$ cat config.mk
export PLATFORM = sky130hd
export DESIGN_NAME = spi_reg_target
export DESIGN_NICKNAME = d
export VERILOG_FILES = /design/src/rtl/spi_reg_target.sv
export SDC_FILE = /design/constraint.sdc
export NUM_CORES = 1
export LEC_CHECK = 0
export CORE_ASPECT_RATIO = 1.2
export CORE_MARGIN = 2
export CORE_UTILIZATION = 35
export CTS_CLUSTER_DIAMETER = 40
export DETAILED_ROUTE_END_ITERATION = 10
export SLEW_MARGIN = 5
export SYNTH_ARGS = -nofsm -noshare
export SYNTH_HDL_FRONTEND = slang
export SYNTH_SLANG_ARGS = --single-unit
$ cat constraint.sdc
create_clock -name clk -period 2.5 [get_ports clk]
set_input_delay 0.375 -clock clk [delete_from_list [all_inputs] [get_ports clk]]
set_output_delay 0.375 -clock clk [all_outputs]
set_load 0.01 [all_outputs]
$ cat src/rtl/spi_reg_target.sv
// SPI mode-0 target: oversampled front end, command/address decode, register bank.
// Burst address auto-increment is enabled by defining SPI_REG_TARGET_AUTOINC_EN.
module spi_reg_target #(
  parameter int REG_WIDTH    = 8,
  parameter int NUM_REGS     = 16,
  parameter int IDLE_TIMEOUT = 64
) (
  input  logic                          clk,
  input  logic                          rstn,
  input  logic                          spi_clk,
  input  logic                          serial_in,
  output logic                          serial_out,
  output logic [NUM_REGS*REG_WIDTH-1:0] regs_out,
  output logic                          wr_strobe,
  output logic [6:0]                    wr_addr,
  output logic                          busy,
  output logic                          frame_error
);

  // state   | meaning
  // IDLE    | no frame in progress, waiting for the first spi_clk rise
  // CMD     | shifting in the command/address byte
  // WR_DATA | shifting in data bytes and committing them to registers
  // RD_DATA | shifting register contents out on serial_out
  typedef enum logic [1:0] {IDLE, CMD, WR_DATA, RD_DATA} state_t;

  localparam int TW = $clog2(IDLE_TIMEOUT + 1);

  state_t                                 state_q, state_d;
  logic [1:0]                             sclk_sync_q, sclk_sync_d;
  logic                                   sclk_prev_q, sclk_prev_d;
  logic [1:0]                             sin_sync_q, sin_sync_d;
  logic [2:0]                             bit_cnt_q, bit_cnt_d;
  logic [REG_WIDTH-2:0]                   rx_sr_q, rx_sr_d;
  logic [REG_WIDTH-1:0]                   tx_sr_q, tx_sr_d;
  logic [6:0]                             addr_q, addr_d;
  logic [NUM_REGS-1:0][REG_WIDTH-1:0]     regs_q, regs_d;
  logic                                   serial_out_q, serial_out_d;
  logic                                   wr_strobe_q, wr_strobe_d;
  logic [6:0]                             wr_addr_q, wr_addr_d;
  logic                                   frame_error_q, frame_error_d;
  logic [TW-1:0]                          tmr_q, tmr_d;

  logic                 rise, fall, sin, byte_done;
  logic [REG_WIDTH-1:0] rx_byte;
  logic [6:0]           addr_step;

`ifdef SPI_REG_TARGET_AUTOINC_EN
  assign addr_step = 7'd1;
`else
  assign addr_step = 7'd0;
`endif

  assign rise      = sclk_sync_q[1] & ~sclk_prev_q;
  assign fall      = ~sclk_sync_q[1] & sclk_prev_q;
  assign sin       = sin_sync_q[1];
  assign rx_byte   = {rx_sr_q, sin};
  assign byte_done = rise && (bit_cnt_q == 3'd7);

  // Out-of-range addresses read back as zero.
  function automatic logic [REG_WIDTH-1:0] reg_at(
    input logic [NUM_REGS-1:0][REG_WIDTH-1:0] r,
    input logic [6:0]                         a
  );
    logic [REG_WIDTH-1:0] v;
    v = '0;
    for (int i = 0; i < NUM_REGS; i++) begin
      if (a == 7'(i)) v = r[i];
    end
    return v;
  endfunction

  always_comb begin
    sclk_sync_d   = {sclk_sync_q[0], spi_clk};
    sclk_prev_d   = sclk_sync_q[1];
    sin_sync_d    = {sin_sync_q[0], serial_in};
    state_d       = state_q;
    bit_cnt_d     = bit_cnt_q;
    rx_sr_d       = rx_sr_q;
    tx_sr_d       = tx_sr_q;
    addr_d        = addr_q;
    regs_d        = regs_q;
    serial_out_d  = serial_out_q;
    wr_strobe_d   = 1'b0;
    wr_addr_d     = wr_addr_q;
    frame_error_d = 1'b0;
    tmr_d         = tmr_q;

    if (rise || fall) tmr_d = TW'(IDLE_TIMEOUT);
    else if (tmr_q != '0) tmr_d = tmr_q - TW'(1);

    unique case (state_q)
      IDLE: begin
        if (rise) begin
          state_d   = CMD;
          bit_cnt_d = 3'd1;
          rx_sr_d   = rx_byte[REG_WIDTH-2:0];
        end else begin
          tmr_d = '0;
        end
      end
      CMD: begin
        if (rise) begin
          bit_cnt_d = bit_cnt_q + 3'd1;
          rx_sr_d   = rx_byte[REG_WIDTH-2:0];
          if (byte_done) begin
            if (rx_byte[7]) begin
              state_d = WR_DATA;
              addr_d  = rx_byte[6:0];
            end else begin
              state_d = RD_DATA;
              tx_sr_d = reg_at(regs_q, rx_byte[6:0]);
              addr_d  = rx_byte[6:0] + addr_step;
            end
          end
        end
      end
      WR_DATA: begin
        if (rise) begin
          bit_cnt_d = bit_cnt_q + 3'd1;
          rx_sr_d   = rx_byte[REG_WIDTH-2:0];
          if (byte_done) begin
            if (int'(addr_q) < NUM_REGS) begin
              wr_strobe_d = 1'b1;
              wr_addr_d   = addr_q;
            end
            for (int i = 0; i < NUM_REGS; i++) begin
              if (addr_q == 7'(i)) regs_d[i] = rx_byte;
            end
            addr_d = addr_q + addr_step;
          end
        end
      end
      RD_DATA: begin
        // serial_in is ignored here; only the bit count matters.
        if (rise) begin
          bit_cnt_d = bit_cnt_q + 3'd1;
          if (byte_done) begin
            tx_sr_d = reg_at(regs_q, addr_q);
            addr_d  = addr_q + addr_step;
          end
        end else if (fall) begin
          serial_out_d = tx_sr_q[REG_WIDTH-1];
          tx_sr_d      = {tx_sr_q[REG_WIDTH-2:0], 1'b0};
        end
      end
      default: state_d = IDLE;
    endcase

    // Edges reload the timer, so expiry never coincides with a commit.
    if (state_q != IDLE && !rise && !fall && tmr_q == TW'(1)) begin
      state_d       = IDLE;
      bit_cnt_d     = 3'd0;
      rx_sr_d       = '0;
      tx_sr_d       = '0;
      frame_error_d = (bit_cnt_q != 3'd0);
    end

    if (state_d != RD_DATA) serial_out_d = 1'b0;
  end

  always_ff @(posedge clk or negedge rstn) begin
    if (!rstn) begin
      state_q       <= IDLE;
      sclk_sync_q   <= '0;
      sclk_prev_q   <= 1'b0;
      sin_sync_q    <= '0;
      bit_cnt_q     <= '0;
      rx_sr_q       <= '0;
      tx_sr_q       <= '0;
      addr_q        <= '0;
      regs_q        <= '0;
      serial_out_q  <= 1'b0;
      wr_strobe_q   <= 1'b0;
      wr_addr_q     <= '0;
      frame_error_q <= 1'b0;
      tmr_q         <= '0;
    end else begin
      state_q       <= state_d;
      sclk_sync_q   <= sclk_sync_d;
      sclk_prev_q   <= sclk_prev_d;
      sin_sync_q    <= sin_sync_d;
      bit_cnt_q     <= bit_cnt_d;
      rx_sr_q       <= rx_sr_d;
      tx_sr_q       <= tx_sr_d;
      addr_q        <= addr_d;
      regs_q        <= regs_d;
      serial_out_q  <= serial_out_d;
      wr_strobe_q   <= wr_strobe_d;
      wr_addr_q     <= wr_addr_d;
      frame_error_q <= frame_error_d;
      tmr_q         <= tmr_d;
    end
  end

  assign serial_out  = serial_out_q;
  assign regs_out    = regs_q;
  assign wr_strobe   = wr_strobe_q;
  assign wr_addr     = wr_addr_q;
  assign busy        = (state_q != IDLE);
  assign frame_error = frame_error_q;

endmodule

After elaboration in Yosys (flattened, before gate mapping) --
Cells that the tools add are included.
Cells by class: muxes and demuxes 66, bitwise operators 4, reductions and logical operators 42, $lt $le $gt $ge 1, $add $sub $neg 2, eq/ne operators 44
Operators by type and width (count):
- 8-bit two-way mux | 39
- 7-bit by 4-bit == test with 1-bit output, second input constant | 16
- 4-bit AND reduction | 17
- 7-bit by 3-bit == test with 1-bit output, second input constant | 8
- 7-bit two-way mux | 7
- 7-bit by 2-bit == test with 1-bit output, second input constant | 4
- 7-bit by 1-bit == test with 1-bit output, second input constant | 3
- 8-bit case mux with 2 select lines | 1
- 7-bit zero test | 2
- 3-bit inequality test, second input constant | 4
- 1-bit two-way mux | 10
- 2-bit nonzero test | 5
- 3-bit two-way mux | 3
- 2-bit two-way mux | 4
- 4-bit inequality test, second input constant | 2
- 7-bit by 5-bit < comparator with 1-bit output, second input constant | 1
- 7-bit nonzero test | 1
- 7-bit by 1-bit subtractor with 7-bit output, second input constant | 1
- 3-bit case mux with 2 select lines | 1
- 3-bit AND reduction | 2
- 6-bit AND reduction | 1
- 3-bit nonzero test | 2
- 3-bit OR reduction | 2
- 2-bit == test, second input constant | 2
- other kinds (14) | 21
Word-level totals: word-level logic and storage cells 188, bits of input ports 4, output and inout bits 139, bits in registers 177

Longest topological paths before layout --
depth after elaboration 22, gate-level depth with buffers 10, gate-level depth less buffers 8

Worst setup path before layout --
Ideal clock, no wire load.
path kind reg2reg, start point register addr_q[5], end point register regs_q, in the netlist regs_out[10], stages on the path, launching flop included 5, path slack 444 ps, data required time 2375 ps, clock period less this slack 2056 ps, library setup time 125 ps, buffers on the path 0, data arrival time 1931 ps, cell sequence dfrtp_1 -> or4_4 -> or3_4 -> nor2_4 -> mux2_2
On the way: longest elaborated chain between the ends 2
Ends and longest elaborated chain:
- start, declared | line 36 | logic [6:0] addr_q, addr_d;
- start signal, assigned | line 186 | addr_q <= addr_d;
- 7-bit by 1-bit == test with 1-bit output | line 128 | if (addr_q == 7'(i)) regs_d[i] = rx_byte;
- 4-bit AND reduction (no source line)
- end signal, assigned | line 187 | regs_q <= regs_d;
- end, declared | line 37 | logic [NUM_REGS-1:0][REG_WIDTH-1:0] regs_q, regs_d;
No other way between the ends. A chain may end at the register's enable or synchronous reset.

Worst setup path in the final report --
start point register addr_q[2], end point register tx_sr_q[7]
On the way: longest elaborated chain between the ends 21, elaborated cells between the ends (all ways) 36, classes of those cells 15 x eq/ne; 20 x mux; 1 x reduce/logical
Ends and longest elaborated chain:
- 7-bit zero test | line 68 | if (a == 7'(i)) v = r[i];
- 8-bit two-way mux (15 in a row) | line 68
- 8-bit two-way mux (*) | line 68
- 8-bit two-way mux (*) | line 138 | if (byte_done) begin
- 8-bit two-way mux (*) | line 136 | if (rise) begin
- 8-bit case mux with 2 select lines (*) | line 92 | unique case (state_q)
- 8-bit two-way mux (*) | line 151 | if (state_q != IDLE && !rise && !fall && tmr_q == TW'(1)) begin
- end signal, assigned | line 185 | tx_sr_q <= tx_sr_d;
- end, declared | line 35 | logic [REG_WIDTH-1:0] tx_sr_q, tx_sr_d;
Mark *: on every way between the ends. The rest lies on a longest branch, timed or not. The select of a mux whose other input is x is not followed.

==> summary.txt <==
Yosys
  • Count of flip-flops with a built-in enable after synthesis: 0
  • Post-synthesis sequential area ratio: 44.6%
  • Number of distinct library cell variants in the gate-level netlist after synthesis: 77
  • Number of synthesis warnings: 0
  • Prevailing post-synth register cell: dfrtp_1
  • Area fraction of the dominant cell type after synthesis: 44.6%
  • Share of async-settable or async-resettable flops after synthesis: 100%
  • Average cell area after synthesis: 10.4 sq um
  • Top area cells in the synthesized netlist: dfrtp_1 (45%), mux2_2 (14%), nand2_1 (3.7%), mux2i_1 (3.1%), o21ai_0 (2.9%)
  • Synthesized area: 9940 sq um
  • Top cell types by occurrence after synthesis: dfrtp_1 (177), mux2_2 (121), nand2_1 (97)
  • Syn Nets: 971
  • Yosys reg bits: 177
  • Cells after synthesis: 960
  • Most frequent cell after synthesis: dfrtp_1
  • Cell type with the largest total area after synthesis: dfrtp_1

STA
  • Unrepaired setup endpoints after global routing: true
  • PnR worst setup slack: 0.0692 ns
  • Number of pins exceeding their max-slew limit in the final report: 0
  • Setup violations, final: 0
  • Worst relative slew slack: 55.8%
  • Top achievable clock speed: 0.411 GHz
  • Final Hold Viols: 0
  • Actual transition at the worst max-transition pin: 0.663 ns
  • Skew final: 0.0146 ns
  • Worst hold slack across all endpoints: 0.349 ns
  • Shortest clock period the worst path allows after layout: 2.43 ns
  • Share of the cycle needed by the critical path after routing: 97.2%

GRT
  • First-pass GRT wire length: 61.8 mm
  • Pin count of the biggest net entering global routing: 64
  • Total global-route track usage: 28.3%
  • Via count of the first global-routing pass: 9249
  • Initial antenna violation count: 0
  • GR Overflow Total: 0

Setup path
  • CP Data Arrival Time: 2.81 ns
  • Required time of the worst setup path: 2.87 ns
  • Crit path max fanout: 22
  • Critical Path End Type: flip-flop
  • Worst Setup Start Kind: flip-flop
  • Kind of critical path: reg2reg

Place
  • DP HPWL: 30.6 mm
  • Pre-CTS worst setup slack: 0.0553 ns
  • Port bufs: 142
  • Final estimated routing congestion in global placement: 1.00

Finish
  • Nets@finish: 1170
  • Fraction of layout cells with a size suffix above 1: 25.6%
  • Synth-to-layout area growth: 31.8%
  • Filler instances: 2687
  • Diode insertion count for antenna repair: 0

Power and ir drop
  • Combinational cell fraction of total power: 41.3%
  • Portion of total power attributed to the clock network: 27.6%
  • Power per standard cell area: 829 nW/um^2
  • Switching fraction of total power: 42.0%
  • Standby leakage power: 5.62 nW
  • Sw power: 0.00456 W
  • P_int: 0.00630 W
  • Max rail drop VDD: 0.537 mV
  • Reg power frac: 31.1%

Min path
  • Hold crit path type: reg2reg

Route
  • 1st-pass router iterations: 5
  • Number of violations reported at the end of detailed-routing iteration 0: 795
  • Total vias in the final route: 9102
  • DRC errors left: 0
  • Count of nets left with antenna violations after detail routing: 0
  • WL final: 41.2 mm
  • Average wire per standard cell: 26.6 um
  • Via/cell ratio: 5.87

Die
  • Row count: 67
  • Initial Utilization: 35.6%
  • Die Span X: 158 um
  • Area of the core region: 27900 sq um
  • Die span in y: 189 um
  • Die outline area: 29800 sq um
  • Total I/O pin count: 143

Flow run
  • # Max-Cap Violations: 0

Outcome
  • Run status: complete, no violations

Clock network
  • Cell chosen for the clock root: clkbuf_16
  • Clock-pin slew of the registers on the worst-case setup and hold paths: 0.08 ns
  • Num CTS Buffers: 17
  • Worst-Skew Late Latency: 0.45 ns
  • Clk sink count: 177
  • H-tree depth: 4
  • CTS Buffer Depth: 2
  • Clock tree from TritonCTS: yes
  • Buffer count from post-CTS setup fixing: 0
## worst max-delay path: stages (launching register included)
cell and delay [ns]:
dfrtp_1 0.49, buf_4 0.36, buf_4 0.24, nand3_1 0.13, o221ai_1 0.21, o311ai_0 0.17
a21oi_1 0.37, o2111ai_1 0.19, a21oi_1 0.19
## through the flow
step	setup TNS (ns)	instances	util [%]	total power [W]	area, sq um
floorplan	0	960	-	0.00573	9940
global placement	0	1518	44.6	0.00776	12400
detailed placement	0	1518	44.6	0.00774	12400
CTS	0	1551	46.9	0.0107	13100
global route	-0.00177	1551	46.9	0.0113	13100
finish	0	1551	46.9	0.0109	13100
## placed cells by master (no fill, tap or decap), types with 6 or more instances in the layout
cell type        netlist  final
a211oi_1               6      6
a21oi_1               47     47
a221oi_1              13     13
a22oi_1               11     11
a31oi_1               15     15
a32oi_1                9      9
and2_1                10     10
and3_1                 8      8
buf_12                 0      9
buf_4                  4     96
clkbuf_16              0     17
clkdlybuf4s50_1        0    141
dfrtp_1              177    172
ha_1                   7      7
inv_1                 20     20
inv_6                  0      7
mux2_2               121    121
mux2i_1               31     31
mux4_2                10     10
nand2_1               97     96
nand2b_1              13     13
nand3_1               19     19
nor2_1                55     54
nor2b_1               11     10
nor3_1                15     15
nor3_4                 5      6
o211ai_1              11     11
o21ai_0               57     57
o22ai_1               12     12
o31ai_1                8      8
or3_1                  7      7
## path summary, 6_finish.rpt
path                                    startpoint                  endpoint  slack, ns  cells after the start
min in group asynchronous                     rstn        tmr_q[5]$_DFF_PN0_       0.49                      2
max reg2reg                  addr_q[2]$_DFFE_PN0P_    tx_sr_q[7]$_DFFE_PN0P_       0.07                      8
min                        sin_sync_q[0]$_DFF_PN0_   sin_sync_q[1]$_DFF_PN0_       0.35                      0
min reg2reg                sin_sync_q[0]$_DFF_PN0_   sin_sync_q[1]$_DFF_PN0_       0.35                      0
max                          addr_q[2]$_DFFE_PN0P_    tx_sr_q[7]$_DFFE_PN0P_       0.07                      8
max in group asynchronous                     rstn  regs_out[75]$_DFFE_PN0P_       1.32                      3
## layout make-up
type	count	area, sq um	area share, %
Timing Repair Buffer	248	2330	17.8
Sequential cell	177	4440	33.8
Clock inverter	15	216	1.65
Multi-Input combinational cell	693	5140	39.2
Clock buffer	17	425	3.25
Tap cell	379	474	3.62
Inverter	22	82.6	0.630
## logic make-up after synthesis
logic type                 after synthesis  synth area share, %
AOI/OAI and AO/OA                      247                 16.9
xor gates and xnor gates                 5                0.441
and+or+nand+nor                        272                 14.2
muxes                                  162                 19.1
buffers and inverters                   90                 3.93
adders and majority gates                7                0.881
DFF                                    177                 44.6
## timing repair
item / in CTS / in global routing
setup endpoints to repair: 0 / 21
endpoints found under the hold margin: 58 / 0
resized for setup: 0 / 5
hold buffers: 1 / 0
## power groups by stage
| stage | combinational [W] | sequential (W) | clock (W) |
|---|---|---|---|
| 2_1_floorplan | 0.00247 | 0.00326 | 0 |
| 3_3_place_gp | 0.00434 | 0.00342 | 0 |
| 3_5_place_dp | 0.00432 | 0.00342 | 0 |
| 4_1_cts | 0.00434 | 0.00337 | 0.00302 |
| 5_1_grt | 0.00471 | 0.00341 | 0.00315 |
| 6_report | 0.00448 | 0.00338 | 0.00300 |
## registers in the layout, summed over array words and instances, names as in the netlist, 2 cells and up
name,cells
regs_out,128
sclk_sync_q,2
state_q,2
bit_cnt_q,3
tmr_q,7
sin_sync_q,2
wr_addr,7
addr_q,7
rx_sr_q,7
tx_sr_q,8
## routing by layer
layer / vias to the layer above / share of wire, % / GRT usage (%)
met5: - / 0 / 0
met4: 0 / 4.5 / 11.9
met3: 95 / 6.6 / 4.83
met2: 458 / 48 / 45.9
met1: 4584 / 41 / 37.3
li1: 3965 / - / -
Note: power is estimated with default switching activity, not from simulation.
